<file path="src/rtl/plasma_gpio_pkg.sv">
// Shared definitions for the Plasma GPIO peripheral: register word indices
// and the debounce counter width helper.
package plasma_gpio_pkg;

  localparam logic [2:0] GPIO_REG_OUT      = 3'd0;
  localparam logic [2:0] GPIO_REG_OUT_SET  = 3'd1;
  localparam logic [2:0] GPIO_REG_OUT_CLR  = 3'd2;
  localparam logic [2:0] GPIO_REG_IN       = 3'd3;
  localparam logic [2:0] GPIO_REG_EDGE     = 3'd4;
  localparam logic [2:0] GPIO_REG_IRQ_MASK = 3'd5;
  localparam logic [2:0] GPIO_REG_RISE_EN  = 3'd6;
  localparam logic [2:0] GPIO_REG_FALL_EN  = 3'd7;

  // Counter must hold 0..cycles-1; a zero-width counter is not legal.
  function automatic int gpio_cnt_width(input int cycles);
    return (cycles > 32'sd2) ? $clog2(cycles) : 32'sd1;
  endfunction

endpackage

</file>
<file path="src/rtl/plasma_gpio_debounce.sv">
// One input bit: multi-flop synchroniser followed by a stability counter.
// rise/fall pulse on the same edge that the accepted value changes.
module plasma_gpio_debounce
  import plasma_gpio_pkg::*;
#(
  parameter int SYNC_STAGES     = 2,
  parameter int DEBOUNCE_CYCLES = 50000
) (
  input  logic clk,
  input  logic rst_n,
  input  logic din,
  output logic stable,
  output logic rise,
  output logic fall
);

  localparam int            CW       = gpio_cnt_width(DEBOUNCE_CYCLES);
  localparam logic [CW-1:0] CNT_LAST = CW'(DEBOUNCE_CYCLES - 1);
  localparam logic [CW-1:0] CNT_ONE  = CW'(1);

  logic [SYNC_STAGES-1:0] sync_r;
  logic [CW-1:0]          cnt_r;
  logic                   stable_r;
  logic                   s_s;
  logic                   accept_s;

  assign s_s      = sync_r[SYNC_STAGES-1];
  assign accept_s = (s_s != stable_r) && (cnt_r == CNT_LAST);

  // Synchroniser shift chain and debounce counter / accepted value.
  always_ff @(posedge clk or negedge rst_n) begin
    if (!rst_n) begin
      sync_r   <= '0;
      cnt_r    <= '0;
      stable_r <= 1'b0;
    end else begin
      sync_r <= {sync_r[SYNC_STAGES-2:0], din};
      if (s_s == stable_r) begin
        cnt_r <= '0;
      end else if (cnt_r == CNT_LAST) begin
        stable_r <= s_s;
        cnt_r    <= '0;
      end else begin
        cnt_r <= cnt_r + CNT_ONE;
      end
    end
  end

  assign stable = stable_r;
  assign rise   = accept_s & s_s;
  assign fall   = accept_s & ~s_s;

endmodule

</file>
<file path="src/rtl/plasma_gpio_irq.sv">
// Avalon-MM GPIO peripheral for the Plasma SoC: output register with
// set/clear aliases, debounced inputs with edge capture, masked level IRQ.
module plasma_gpio_irq
  import plasma_gpio_pkg::*;
#(
  parameter int               N_OUT           = 10,
  parameter int               N_IN            = 10,
  parameter int               SYNC_STAGES     = 2,
  parameter int               DEBOUNCE_CYCLES = 50000,
  parameter logic [N_OUT-1:0] OUT_RESET       = '0
) (
  input  logic             clk_clk,
  input  logic             reset_reset_n,
  input  logic [2:0]       avs_address,
  input  logic             avs_read,
  input  logic             avs_write,
  input  logic [31:0]      avs_writedata,
  output logic [31:0]      avs_readdata,
  output logic [N_OUT-1:0] gpio_out,
  input  logic [N_IN-1:0]  gpio_in,
  output logic             irq
);

  logic [N_OUT-1:0] out_r;
  logic [N_IN-1:0]  edge_r;
  logic [N_IN-1:0]  mask_r;
  logic [N_IN-1:0]  rise_en_r;
  logic [N_IN-1:0]  fall_en_r;
  logic [31:0]      readdata_r;
  logic             irq_r;

  logic [N_IN-1:0]  stable_s;
  logic [N_IN-1:0]  rise_s;
  logic [N_IN-1:0]  fall_s;
  logic [N_OUT-1:0] wdata_out_s;
  logic [N_IN-1:0]  wdata_in_s;
  logic [N_OUT-1:0] out_next_s;
  logic [N_IN-1:0]  w1c_s;
  logic [N_IN-1:0]  edge_set_s;
  logic [N_IN-1:0]  edge_next_s;
  logic [31:0]      rd_data_s;
  logic             unused_wdata_s;

  assign wdata_out_s    = avs_writedata[N_OUT-1:0];
  assign wdata_in_s     = avs_writedata[N_IN-1:0];
  assign unused_wdata_s = ^avs_writedata;

  for (genvar i = 0; i < N_IN; i++) begin : g_in
    plasma_gpio_debounce #(
      .SYNC_STAGES    (SYNC_STAGES),
      .DEBOUNCE_CYCLES(DEBOUNCE_CYCLES)
    ) u_debounce (
      .clk   (clk_clk),
      .rst_n (reset_reset_n),
      .din   (gpio_in[i]),
      .stable(stable_s[i]),
      .rise  (rise_s[i]),
      .fall  (fall_s[i])
    );
  end

  // Next-state for the output register and the edge capture bits.
  always_comb begin
    out_next_s = out_r;
    w1c_s      = '0;
    if (avs_write) begin
      case (avs_address)
        GPIO_REG_OUT:     out_next_s = wdata_out_s;
        GPIO_REG_OUT_SET: out_next_s = out_r | wdata_out_s;
        GPIO_REG_OUT_CLR: out_next_s = out_r & ~wdata_out_s;
        GPIO_REG_EDGE:    w1c_s      = wdata_in_s;
        default:          out_next_s = out_r;
      endcase
    end else begin
      out_next_s = out_r;
    end
    // A capture in the same cycle as a clear must survive.
    edge_set_s  = (rise_s & rise_en_r) | (fall_s & fall_en_r);
    edge_next_s = (edge_r & ~w1c_s) | edge_set_s;
  end

  // Read mux: write-only and unused bits return zero.
  always_comb begin
    rd_data_s = 32'd0;
    case (avs_address)
      GPIO_REG_OUT:      rd_data_s = 32'(out_r);
      GPIO_REG_IN:       rd_data_s = 32'(stable_s);
      GPIO_REG_EDGE:     rd_data_s = 32'(edge_r);
      GPIO_REG_IRQ_MASK: rd_data_s = 32'(mask_r);
      GPIO_REG_RISE_EN:  rd_data_s = 32'(rise_en_r);
      GPIO_REG_FALL_EN:  rd_data_s = 32'(fall_en_r);
      default:           rd_data_s = 32'd0;
    endcase
  end

  // Register file, read data capture and interrupt level.
  always_ff @(posedge clk_clk or negedge reset_reset_n) begin
    if (!reset_reset_n) begin
      out_r      <= OUT_RESET;
      edge_r     <= '0;
      mask_r     <= '0;
      rise_en_r  <= '0;
      fall_en_r  <= '0;
      readdata_r <= 32'd0;
      irq_r      <= 1'b0;
    end else begin
      out_r  <= out_next_s;
      edge_r <= edge_next_s;
      irq_r  <= |(edge_r & mask_r);
      if (avs_write) begin
        case (avs_address)
          GPIO_REG_IRQ_MASK: mask_r    <= wdata_in_s;
          GPIO_REG_RISE_EN:  rise_en_r <= wdata_in_s;
          GPIO_REG_FALL_EN:  fall_en_r <= wdata_in_s;
          default:           mask_r    <= mask_r;
        endcase
      end
      if (avs_read) begin
        readdata_r <= rd_data_s;
      end
    end
  end

  assign avs_readdata = readdata_r;
  assign gpio_out     = out_r;
  assign irq          = irq_r;

endmodule
</file>
<file path="config.mk">
export PLATFORM = sky130hd
export DESIGN_NAME = plasma_gpio_irq
export DESIGN_NICKNAME = d
export VERILOG_FILES = /design/src/rtl/plasma_gpio_pkg.sv /design/src/rtl/plasma_gpio_debounce.sv /design/src/rtl/plasma_gpio_irq.sv
export SDC_FILE = /design/constraint.sdc
export NUM_CORES = 1
export LEC_CHECK = 0
export CORE_ASPECT_RATIO = 1.25
export CORE_MARGIN = 5
export CORE_UTILIZATION = 25
export CTS_CLUSTER_SIZE = 16
export DETAILED_ROUTE_END_ITERATION = 7
export REMOVE_ABC_BUFFERS = 1
export SETUP_SLACK_MARGIN = 0.05
export SLEW_MARGIN = 30
export SYNTH_ARGS = -nofsm -noshare
export SYNTH_HDL_FRONTEND = slang
export SYNTH_SLANG_ARGS = --single-unit
</file>
<file path="constraint.sdc">
create_clock -name clk_clk -period 1.7 [get_ports clk_clk]
set_input_delay 0.34 -clock clk_clk [delete_from_list [all_inputs] [get_ports clk_clk]]
set_output_delay 0.34 -clock clk_clk [all_outputs]
set_load 0.02 [all_outputs]
</file>
==> results.cfg <==
[outcome]
outcome = finished with violations
violations = negative setup slack

[drt]
dr.pass1.iters = 5
drt_first_iter_violations = 455
post_drt_wl_per_cell_um = 14.5
routed_via_density = 4.51
vias = 9327
drc_errors = 0
postRouteAntennaNets = 0
routed_wl_mm = 29.9

[place]
place_hpwl_mm = 21.0
dp.cells = 1994
io_buffers = 47
finalWeightedCongestion = 0.848

[sta]
slew_viol_final = 0
finalCriticalPeriod_ns = 1.81
setup_violations = 72
hold_violations = 0
maxSlewHeadroom_pct = 41.1
timing.fmax_mhz = 553
worst_pin_slew_ns = 0.880
finalCritPeriodShare_pct = 106
rsz0062_at_grt = true
layout_setup_ws_ns = -0.110
worst_clock_skew_ns = 0.0340

[floorplan]
core_mm2 = 0.0480
initial_core_util_pct = 25.1
io_pins = 92
std_cell_rows = 90
fp.dieW_um = 206
dieArea_mm2 = 0.0528
die_h_um = 256

[yosys]
async_reset_ff_share_pct = 100
synth_seq_cells = 251
syn_inst = 1168
ys.flop_type = dfrtp_1
postSynthAreaPerCell_um2 = 10.3
synth_top_cell_by_area = dfrtp_1
synthDominantCellAreaShare_pct = 52.1
seq_area_frac_synth_pct = 52.1
synth-edff-count = 0
yosys_warnings = 0
synth_area_leaders = dfrtp_1, xnor2_1, nor2_1
syn_area_mm2 = 0.0121
synth_cell_type_count = 43

[grt]
gr-usage-all-layers_pct = 11.1
grt_pass1_wl_mm = 48.9
grt_pass1_vias = 9729
antenna_found_initial = 4
grt_overflow = 0
grt_max_degree = 56

[power]
intPower_mw = 10.9
swShare_pct = 24.7
switching_power_mw = 3.58
power_leakage_nw = 6.51
power_frac_seq_pct = 45.8
clock_power_share_pct = 44.3
p_total_mw = 14.5
powerDensity_mw_per_mm2 = 886
comb_power_share_pct = 9.9
ir_worst_vdd_v = 0.000512

[finish]
syn_to_final_growth_pct = 35.7
multi_input_area_mm2 = 0.00615
finalNonFillerCells = 2070
final_cell_mix = dfrtp_1, buf_4, xnor2_1
final_common_cell = dfrtp_1
final-seq-area_mm2 = 0.00629
post-route-util_pct = 34.1
nFillCells = 4831
drive_gt1_share_pct = 31.0
nets = 1462

[setup_path]
setup.worst_path.end = g_in[0].u_debounce.cnt_r[6]$_DFF_PN0_
startpoint = g_in[0].u_debounce.cnt_r[12]$_DFF_PN0_
crit_path_start_kind = flip-flop
worstSetupPathType = reg2reg
r2r-start = g_in[0].u_debounce.cnt_r[12]$_DFF_PN0_
r2r_end = g_in[0].u_debounce.cnt_r[6]$_DFF_PN0_
reg2regPathDepth = 7
crit_path_end_kind = flip-flop
worstPathMaxFanout = 8
cp.arrival_ns = 2.26
rrSetupSlack_ns = -0.11
cp.required_ns = 2.15

[cts]
clk_latency_ns = 0.57
numCtsBuffers = 28
clkTransAtPathRegs_ns = 0.06
htree_levels = 1
clockBufferDepth = 3
clk_root_buffer_cell = clkbuf_16
cts_sinks = 251
cts_tree = yes

[flow_run]
drv_cap = 0

[min_path]
hold_path_startpoint = gpio_in[8]
hold_path.class = in2reg
## synthesized netlist by cell type, drive strengths merged, types with 14 or more instances
master / number
nand2: 68
xnor2: 128
nor3: 31
nand4: 38
nor2b: 14
nor2: 215
nor4: 58
xor2: 23
nand3b: 14
mux2: 40
o21ai: 35
a22o: 27
nand3: 60
buf: 38
inv: 40
dfrtp: 251
## power groups by stage
stage	Combinational (mW)	Sequential [mW]	Clock (mW)
6_report	1.44	6.64	6.41
3_3_place_gp	1.33	6.73	0
3_5_place_dp	1.36	6.74	0
5_1_grt	1.60	6.68	6.88
4_1_cts	1.37	6.63	6.64
2_1_floorplan	0.600	6.70	0
## through the flow
step | setup slack [ns] | area (um^2) | TNS, ns | hold WS (ns)
global route | -0.186 | 16400 | -12.92 | 0.198
finish | -0.110 | 16400 | -3.17 | 0.208
CTS | -0.0589 | 15700 | -2.16 | 0.176
detailed placement | -0.445 | 14400 | -21.66 | 0.312
global placement | -0.442 | 14400 | -20.07 | 0.301
floorplan | -0.0251 | 11800 | -0.927 | 0.0444
## worst max-delay path: stages, from the launching register on
cell and delay, ns:
dfrtp_1 0.39, nor4_2 0.29, nand3b_1 0.15, buf_4 0.16, o41ai_4 0.27, buf_4 0.20
clkbuf_16 0.18, nor2_2 0.05
## timing repair
item                                    in CTS  in global routing
buffers inserted                             8                 12
hold buffers                                 1                  0
resized for setup                          134                149
hold endpoints to repair                    46                  0
pin swaps                                   78                 66
endpoints found under the setup margin     122                165
gates cloned                                 3                  2
## worst min path at each step
| stage | to | cells after the start | slack, ns |
|---|---|---|---|
| global route | g_in[8].u_debounce.sync_r[0]$_DFF_PN0_ | 1 | 0.20 |
| floorplan | avs_readdata[0]$_DFFE_PN0P_ | 0 | 0.04 |
| CTS | g_in[8].u_debounce.sync_r[0]$_DFF_PN0_ | 1 | 0.18 |
| detailed placement | g_in[4].u_debounce.cnt_r[13]$_DFF_PN0_ | 1 | 0.31 |
| global placement | g_in[4].u_debounce.cnt_r[12]$_DFF_PN0_ | 1 | 0.30 |
| finish | g_in[8].u_debounce.sync_r[0]$_DFF_PN0_ | 1 | 0.21 |
## sequential cells by signal, indices dropped and copies added (netlist names)
signal / flops
g_in.u_debounce.cnt_r: 160
g_in.u_debounce.sync_r: 20
avs_readdata: 10
edge_r: 10
fall_en_r: 10
g_in.u_debounce.stable: 10
gpio_out: 10
mask_r: 10
rise_en_r: 10
irq: 1
## cell type report
cell class / count / share of cell area (%)
inverters: 40 / 0.917
clock inverters: 13 / 1.12
multi-input cells: 852 / 37.6
clock buffers: 39 / 4.96
flip-flops and latches: 251 / 38.4
repair buffers: 230 / 12.0
diodes: 1 / 0.0153
well taps: 644 / 4.92
## logic make-up after synthesis
logic type               share of synthesized area [%]
AO/OA/AOI/OAI                                     6.85
XOR/XNOR                                          11.0
adder cells (fa/ha/maj)                           1.04
buffers and inverters                             3.89
flip-flops                                        52.1
multiplexers                                      4.48
other                                           0.0311
AND/OR/NAND/NOR                                   20.7
## metal layers
layer / track usage [%] / up-vias / part of all wire, %
met2: 18.7 / 159 / 49
met5: 0 / - / 0.11
li1: - / 4484 / -
met3: 2.12 / 64 / 4.5
met4: 3.48 / 6 / 2.8
met1: 14.3 / 4614 / 44
Note: power is estimated with default switching activity, not from simulation.
